$ cat src/rtl/scanline_pkg.sv
// Shared types, constants and clamp helpers for the scanline sequencer.
package scanline_pkg;

    localparam logic [8:0] ONE_TO_ONE    = 9'd256;
    localparam logic [1:0] MAX_THICKNESS = 2'd3;

    typedef enum logic [0:0] {
        IDLE = 1'b0,
        RAMP = 1'b1
    } ramp_state_e;

    typedef struct packed {
        logic       enable;
        logic       phase;
        logic [1:0] thickness;
        logic [8:0] intensity;
        logic [7:0] step;
    } scan_cfg_t;

    localparam scan_cfg_t CFG_RESET = '{
        enable:    1'b0,
        phase:     1'b0,
        thickness: 2'd1,
        intensity: ONE_TO_ONE,
        step:      8'd0
    };

    // Zero thickness would give a zero-length period, so it is promoted to one line.
    function automatic logic [1:0] clamp_thickness(input logic [1:0] t);
        logic [1:0] r;
        if (t == 2'd0) begin
            r = 2'd1;
        end else if (t > MAX_THICKNESS) begin
            r = MAX_THICKNESS;
        end else begin
            r = t;
        end
        return r;
    endfunction

    function automatic logic [8:0] clamp_intensity(input logic [8:0] a);
        logic [8:0] r;
        if (a > ONE_TO_ONE) begin
            r = ONE_TO_ONE;
        end else begin
            r = a;
        end
        return r;
    endfunction

endpackage

$ cat src/rtl/scanline_ramp.sv
// Saturating alpha stepper: moves cur toward tgt by at most step per tick.
module scanline_ramp
    import scanline_pkg::*;
(
    input  logic       i_tick,
    input  logic [8:0] i_cur,
    input  logic [8:0] i_tgt,
    input  logic [7:0] i_step,
    output logic [8:0] o_next_cur,
    output logic       o_done
);

    logic [9:0] w_sum;
    logic [9:0] w_gap_down;

    assign w_sum      = {1'b0, i_cur} + {2'b00, i_step};
    assign w_gap_down = {1'b0, i_cur} - {1'b0, i_tgt};

    // Next alpha: compare against the remaining gap so the result never overshoots or wraps.
    always_comb begin
        o_next_cur = i_cur;
        if (!i_tick) begin
            o_next_cur = i_cur;
        end else if (i_step == 8'd0) begin
            o_next_cur = i_tgt;
        end else if (i_cur < i_tgt) begin
            if (w_sum >= {1'b0, i_tgt}) begin
                o_next_cur = i_tgt;
            end else begin
                o_next_cur = w_sum[8:0];
            end
        end else if (i_cur > i_tgt) begin
            if ({2'b00, i_step} >= w_gap_down) begin
                o_next_cur = i_tgt;
            end else begin
                o_next_cur = i_cur - {1'b0, i_step};
            end
        end else begin
            o_next_cur = i_tgt;
        end
    end

    assign o_done = (o_next_cur == i_tgt);

endmodule

$ cat src/rtl/scanline_ctrl.sv
// Scanline sequencer: frame-boundary config shadowing, line-period counter,
// per-line dark flag and frame-stable ramped alpha for the scanline filter.
module scanline_ctrl
    import scanline_pkg::*;
(
    input  logic       clock,
    input  logic       reset_n,
    input  logic       frame_start,
    input  logic       line_start,
    input  logic       cfg_valid,
    input  logic       cfg_enable,
    input  logic       cfg_phase,
    input  logic [1:0] cfg_thickness,
    input  logic [8:0] cfg_intensity,
    input  logic [7:0] cfg_ramp_step,
    output logic       cfg_ack,
    output logic       busy,
    output logic       isScanline,
    output logic [8:0] scanline_intensity
);

    scan_cfg_t   r_shadow;
    scan_cfg_t   r_active;
    logic        r_pending;
    logic [8:0]  r_cur;
    logic [2:0]  r_cnt;
    ramp_state_e r_state;
    logic        r_isl;
    logic [8:0]  r_int;
    logic        r_ack;
    logic        r_busy;

    scan_cfg_t   w_act_nxt;
    scan_cfg_t   w_cfg_in;
    logic [8:0]  w_cur_nxt;
    logic        w_done;
    ramp_state_e w_state_nxt;
    logic [2:0]  w_period;
    logic [2:0]  w_cnt_nxt;
    logic        w_isl_nxt;

    assign w_cfg_in = '{
        enable:    cfg_enable,
        phase:     cfg_phase,
        thickness: clamp_thickness(cfg_thickness),
        intensity: clamp_intensity(cfg_intensity),
        step:      cfg_ramp_step
    };

    // Active config as seen after this cycle's frame boundary (pending shadow wins).
    always_comb begin
        w_act_nxt = r_active;
        if (frame_start && r_pending) begin
            w_act_nxt = r_shadow;
        end else begin
            w_act_nxt = r_active;
        end
    end

    scanline_ramp u_ramp (
        .i_tick     (frame_start),
        .i_cur      (r_cur),
        .i_tgt      (w_act_nxt.intensity),
        .i_step     (w_act_nxt.step),
        .o_next_cur (w_cur_nxt),
        .o_done     (w_done)
    );

    // Ramp FSM next state, re-evaluated only at frame boundaries.
    always_comb begin
        w_state_nxt = r_state;
        case (r_state)
            IDLE, RAMP: begin
                if (frame_start) begin
                    w_state_nxt = w_done ? IDLE : RAMP;
                end else begin
                    w_state_nxt = r_state;
                end
            end
            default: w_state_nxt = IDLE;
        endcase
    end

    assign w_period = {w_act_nxt.thickness, 1'b0};

    // Line counter and dark-line decision; frame_start beats a coincident line_start.
    always_comb begin
        w_cnt_nxt = r_cnt;
        if (frame_start) begin
            w_cnt_nxt = 3'd0;
        end else if (line_start) begin
            if (r_cnt == (w_period - 3'd1)) begin
                w_cnt_nxt = 3'd0;
            end else begin
                w_cnt_nxt = r_cnt + 3'd1;
            end
        end else begin
            w_cnt_nxt = r_cnt;
        end
        w_isl_nxt = w_act_nxt.enable &
                    ((w_cnt_nxt >= {1'b0, w_act_nxt.thickness}) ^ w_act_nxt.phase);
    end

    // Config shadow and apply path.
    always_ff @(posedge clock or negedge reset_n) begin
        if (!reset_n) begin
            r_shadow  <= CFG_RESET;
            r_active  <= CFG_RESET;
            r_pending <= 1'b0;
            r_ack     <= 1'b0;
        end else begin
            r_active <= w_act_nxt;
            r_ack    <= frame_start & r_pending;
            if (cfg_valid) begin
                r_shadow  <= w_cfg_in;
                r_pending <= 1'b1;
            end else if (frame_start) begin
                r_pending <= 1'b0;
            end
        end
    end

    // Ramp state register and background alpha.
    always_ff @(posedge clock or negedge reset_n) begin
        if (!reset_n) begin
            r_state <= IDLE;
            r_busy  <= 1'b0;
            r_cur   <= ONE_TO_ONE;
        end else begin
            r_state <= w_state_nxt;
            r_busy  <= (w_state_nxt == RAMP);
            r_cur   <= w_cur_nxt;
        end
    end

    // Line counter and filter-facing outputs; alpha only moves at a frame boundary.
    always_ff @(posedge clock or negedge reset_n) begin
        if (!reset_n) begin
            r_cnt <= 3'd0;
            r_isl <= 1'b0;
            r_int <= ONE_TO_ONE;
        end else begin
            r_cnt <= w_cnt_nxt;
            if (frame_start || line_start) begin
                r_isl <= w_isl_nxt;
            end
            if (frame_start) begin
                r_int <= w_act_nxt.enable ? w_cur_nxt : ONE_TO_ONE;
            end
        end
    end

    assign cfg_ack            = r_ack;
    assign busy               = r_busy;
    assign isScanline         = r_isl;
    assign scanline_intensity = r_int;

endmodule

$ cat config.mk
export PLATFORM = sky130hd
export DESIGN_NAME = scanline_ctrl
export DESIGN_NICKNAME = d
export VERILOG_FILES = /design/src/rtl/scanline_pkg.sv /design/src/rtl/scanline_ramp.sv /design/src/rtl/scanline_ctrl.sv
export SDC_FILE = /design/constraint.sdc
export NUM_CORES = 1
export LEC_CHECK = 0
export CAP_MARGIN = 20
export CORE_AREA = 2 2 91 93
export DETAILED_ROUTE_END_ITERATION = 10
export DIE_AREA = 0 0 93 95
export PLACE_DENSITY = 0.88
export SLEW_MARGIN = 20
export SYNTH_ARGS = -nofsm -noshare
export SYNTH_HDL_FRONTEND = slang
export SYNTH_HIERARCHICAL = 1
export SYNTH_SLANG_ARGS = --single-unit
$ cat constraint.sdc
create_clock -name clock -period 14.87 [get_ports clock]
set_input_delay 2.974 -clock clock [delete_from_list [all_inputs] [get_ports clock]]
set_output_delay 2.974 -clock clock [all_outputs]
set_load 0.02 [all_outputs]
==> After elaboration in Yosys (flattened, before gate mapping) <==
Index checks and enable logic that the tools add are counted.
{ "totals": {"regBits": 67, "output_inout_bits": 12, "wordCells": 56, "input_bits": 26} }
{ "op_classes": {"addsub": 5, "n_mux": 17, "n_reduce_logical": 5, "order_cmp": 7, "eq_ne": 2, "n_bitwise": 3} }
{ "ops": {"columns": ["operator", "count"], "rows": [
  ["9-bit 2-to-1 mux", 8],
  ["21-bit 2-to-1 mux", 1],
  ["9-bit by 8-bit adder with 10-bit output", 1],
  ["10-bit by 9-bit greater-or-equal comparator with 1-bit output", 1],
  ["8-bit by 10-bit greater-or-equal comparator with 1-bit output", 1],
  ["9-bit by 9-bit subtractor with 10-bit output", 1],
  ["9-bit equality test", 1],
  ["9-bit > comparator", 1],
  ["9-bit > comparator (second input constant)", 1],
  ["9-bit less-than comparator", 1],
  ["3-bit 2-to-1 mux", 3],
  ["9-bit by 8-bit subtractor with 9-bit output", 1],
  ["8-bit logical NOT", 1],
  ["2-bit 2-to-1 mux", 2],
  ["3-bit by 1-bit adder with 3-bit output (second input constant)", 1],
  ["3-bit equality test", 1],
  ["3-bit by 2-bit greater-or-equal comparator with 1-bit output", 1],
  ["1-bit 2-to-1 mux", 3],
  ["3-bit by 1-bit subtractor with 3-bit output (second input constant)", 1],
  ["1-bit AND", 2],
  ["2-bit > comparator (second input constant)", 1],
  ["2-bit logical NOT", 1],
  ["2-bit nonzero test", 1],
  ["1-bit logical AND", 1],
  ["2 further kinds", 2]
]} }

==> Depth between registers and ports, before layout <==
{ "depth": {"word_depth": 11, "depth_mapped": 26, "ltp_nobuf": 24} }

==> By module <==
The synthesis kept the hierarchy.
{ "modules_own_cells": {"columns": ["module", "n_inst", "seq_area_each_um2", "cells_per_inst", "area_each_um2"], "rows": [
  ["scanline_ctrl", 1, 1684.1, 194, 2556.2],
  ["scanline_ramp", 1, 0.0, 315, 2348.5]
]} }

==> Worst setup path before layout <==
OpenSTA, ideal clock, no wires.
{ "synth_timing": {"kind": "input-to-reg", "from": "input port frame_start", "to": "register r_busy (netlist: busy)", "path_buffers": 2, "stages": 24, "setup_ps": 136, "slack_ps": 7179, "arrival_time_ps": 7555, "required_ps": 14734, "path_cell_list": "nand2_2 clkbuf_1 clkbuf_1 o21ai_0 inv_1 ha_1 nor2b_1 o31a_1 o21ai_0 nand2b_1 a21o_1 a21oi_1 xor2_1 ha_1 o211ai_1 nor3_1 a221o_1 o21ai_2 o211ai_4 o21ai_0 o22ai_1 a221o_1 o41ai_2 o21ai_0"} }
{ "synth_lines": {"columns": ["item", "line_no", "source"], "rows": [
  ["from (decl)", "scanline_ctrl.sv:8", "input logic frame_start,"],
  ["to (signal assigned)", "scanline_ctrl.sv:131", "r_busy <= (w_state_nxt == RAMP);"],
  ["to (decl)", "scanline_ctrl.sv:31", "logic r_busy;"]
]} }

==> metrics <==
Clock power frac 12.6%; CTS sink count 67; clock latency on the worst-skew pair 0.34 ns; register bit count reported by yosys 67; DRC 0; nets 621; max-capacitance violation count 0; leakage approximately 2.5 nW; CP Launch Type primary input; Post-Route Skew around 0.012 ns; Comb pwr share 68.5%; Area growth, synth to finish 14.95%; count of boundary I/O pins 38; vias in the first global route 4,148; DRT Wirelength 12,620 um; RD Place Congestion roughly 0.99; Hold-fix buffers, CTS 0; crit-path cells clkdlybuf4s50_1 -> buf_4 -> nand2_2 -> o21ai_0 -> inv_1 -> ha_1 -> nor2b_1 -> o31a_1 -> o21ai_0 -> nand2b_1 -> a21o_1 -> a21oi_1 -> xor2_1 -> ha_1 -> o211ai_1 -> nor3_1 -> a221o_1 -> o21ai_2 -> o211ai_4 -> o21ai_0 -> o22ai_1 -> a221o_1 -> o41ai_2 -> o21ai_0; Post-synth EDFFs 0; Worst Path Arrival 8.93 ns; slowest CP cell o21ai_0; post-synthesis async set-or-reset flop share 100.0%; critical path's largest stage delay a little over 0.9 ns; CP max FO 30; critical path's most frequent cell o21ai_0; CTS tree built; total power 1.440 mW; DR vias 4,102; antenna diode count 0; post-route ant nets 0; gr usage total just under 30%; root buf cell clkbuf_8; first-pass GRT wire length 20,210 um; port buffer count 37; CP Capture Type flip-flop; ys flop type dfrtp_1; Pins Over Slew Limit 0; DR iter-0 viols 310; DR vias/cell about 6.2; Syn Area/Cell 9.636 um^2; chip height 95 um; Layout fillers 568; CP Class primary input to flip-flop; Fin. Hold Viols 0; grt ovf 0; Internal Power 0.7539 mW; final worst-path cycle share about three fifths; P_sw 0.6856 mW; Worst-path clk slew 0.08 ns; Max clock buf depth 2; status finished, final reports clean; core box area 7928 um^2; die width 93 um; DIE AREA roughly 8800 um^2; Max VDD drop 0.1959 mV; CTS H-tree depth 3; routed len/inst a little under 20 um; sequential share of power about a fifth; synth unique cells 78; largest net degree at the start of global routing a little under 70; Max-slew headroom 32.18%; min Tclk post-route 8.723 ns; sequential area share after synthesis around a third; fmax roughly 110 MHz; Worst Tran Pin Value 1.007 ns; HP Class flip-flop to flip-flop; cts bufs inserted 9; Post-Syn Area ~4900 um^2; syn nets 583; Core Rows 33; Switching Share 47.63%; sum of negative setup slack 0 ns; cells after synthesis approximately 510; PwrDens about 260 nW/um^2; WP data required 15.08 ns; RSZ-0062 raised after global routing no; Post-CTS Setup Inserts 0; share of cells above drive strength 1 13.95%; total number of yosys warnings 6; Post-CTS Resized 0; CP top delay family compound AO/OA/AOI/OAI gates; hold_ws 0.5105 ns; Initial Util 61.87%; cell area after placement approximately 5400 um^2; post-route cell area 5638 um^2; initial antenna violation count 0; dpl hpwl 9296 um; drt pass-1 iters 5; Final setup viols 0; CP Buf/Inv Count 3
-- cell type report --
cell class / instances / area (um^2) / share of cell area [%]
tap: 105 / 131.4 / 2.330
multi-input combinational: 375 / 2963 / 52.55
sequential: 67 / 1684 / 29.87
timing repair buffer: 45 / 432.9 / 7.679
inverter: 49 / 185.2 / 3.285
clock inverter: 6 / 113.9 / 2.020
clock buffer: 10 / 127.6 / 2.264
-- cell families after synthesis --
group,count (synthesis),share of synthesized area (%)
flip-flops,67,34.34
AND/OR/NAND/NOR,113,12.32
buffers and inverters,67,5.255
AO/OA/AOI/OAI,152,22.99
multiplexers,26,5.969
XOR/XNOR,36,6.429
adder cells (fa/ha/maj),48,12.70
-- stage by stage --
step	utilization [%]	instances	setup WS [ns]
floorplan	-	509	7.179
global placement	67.88	640	6.128
detailed placement	67.88	640	5.866
CTS	70.93	656	6.238
global route	71.12	657	5.629
finish	71.12	657	6.147
-- final timing paths --
check	start	end	slack, ns	cells after the start
worst max-delay path	frame_start	busy	6.15	24
worst min-delay path	scanline_intensity[1]	scanline_intensity[1]	0.51	1
worst max register to register	r_pending	busy	9.10	21
worst min register to register	scanline_intensity[1]	scanline_intensity[1]	0.51	1
max in group asynchronous	reset_n	r_shadow[0]	11.53	2
min in group asynchronous	reset_n	r_shadow[18]	2.81	2
-- Yosys cell counts (3+ instances only) --
| cell | n | area share (%) |
|---|---|---|
| nand2_1 | 21 | 1.6 |
| a22o_1 | 9 | 1.6 |
| mux2_2 | 22 | 5.1 |
| o211ai_1 | 5 | 0.77 |
| nor3_1 | 12 | 1.2 |
| o21ai_0 | 40 | 4.1 |
| or3_1 | 4 | 0.51 |
| o21a_1 | 6 | 0.92 |
| xor2_1 | 18 | 3.2 |
| clkbuf_1 | 10 | 0.77 |
| buf_2 | 4 | 0.41 |
| xnor2_1 | 18 | 3.2 |
| nand2b_1 | 8 | 1.0 |
| a21o_1 | 5 | 0.77 |
| o221ai_1 | 7 | 1.3 |
| fa_1 | 3 | 1.2 |
| and3_1 | 4 | 0.51 |
| nor2_1 | 26 | 2.0 |
| nor3b_1 | 3 | 0.46 |
| a221o_1 | 4 | 0.82 |
| mux2i_1 | 3 | 0.61 |
| inv_1 | 47 | 3.6 |
| o22ai_1 | 7 | 0.89 |
| buf_1 | 4 | 0.31 |
| a31oi_1 | 3 | 0.38 |
| a21oi_1 | 26 | 2.7 |
| nand3_1 | 4 | 0.41 |
| nand3b_1 | 9 | 1.4 |
| nor2b_1 | 6 | 0.77 |
| a211oi_1 | 3 | 0.46 |
| dfstp_2 | 6 | 3.2 |
| dfrtp_1 | 61 | 31 |
| ha_1 | 45 | 11 |
| nor4_1 | 5 | 0.64 |
-- registers in the layout, summed over array words and instances, names as in the netlist --
| signal | count |
|---|---|
| r_cur | 9 |
| cfg_ack | 1 |
| r_cnt | 3 |
| scanline_intensity | 9 |
| r_shadow | 21 |
| r_pending | 1 |
| r_active | 21 |
| isScanline | 1 |
| busy | 1 |
-- routing by layer --
layer  wire [um]  track usage [%]  vias up
li1            -                -     1924
met1        5047            36.20     1952
met2        6197            51.39      184
met3         883            4.629       42
met4         492            13.85        0
met5           0                0        -
-- cell usage in the layout, fill, tap and decap left out, types with 6 or more instances in the layout --
cell / count
nand3b_1: 9
a22o_1: 9
dfstp_2: 6
dfrtp_1: 61
clkbuf_8: 9
xor2_1: 18
nand2b_1: 8
ha_1: 45
nor3_1: 12
buf_4: 7
nor2_1: 26
o21ai_0: 40
nor2b_1: 6
inv_1: 47
o22ai_1: 7
mux2_2: 22
xnor2_1: 18
o221ai_1: 7
nand2_1: 21
clkdlybuf4s50_1: 36
o21a_1: 6
a21oi_1: 26
-- power by group through the flow --
stage                     sequential [mW]  combinational (mW)  clock [mW]
final                               0.271               0.987       0.182
after global routing                0.275                1.08       0.191
after CTS                           0.270               0.969       0.183
after detailed placement            0.273               0.959           0
after global placement              0.271               0.932           0
after floorplan                     0.273               0.726           0
No activity file was read; power rests on OpenSTA's default activity.
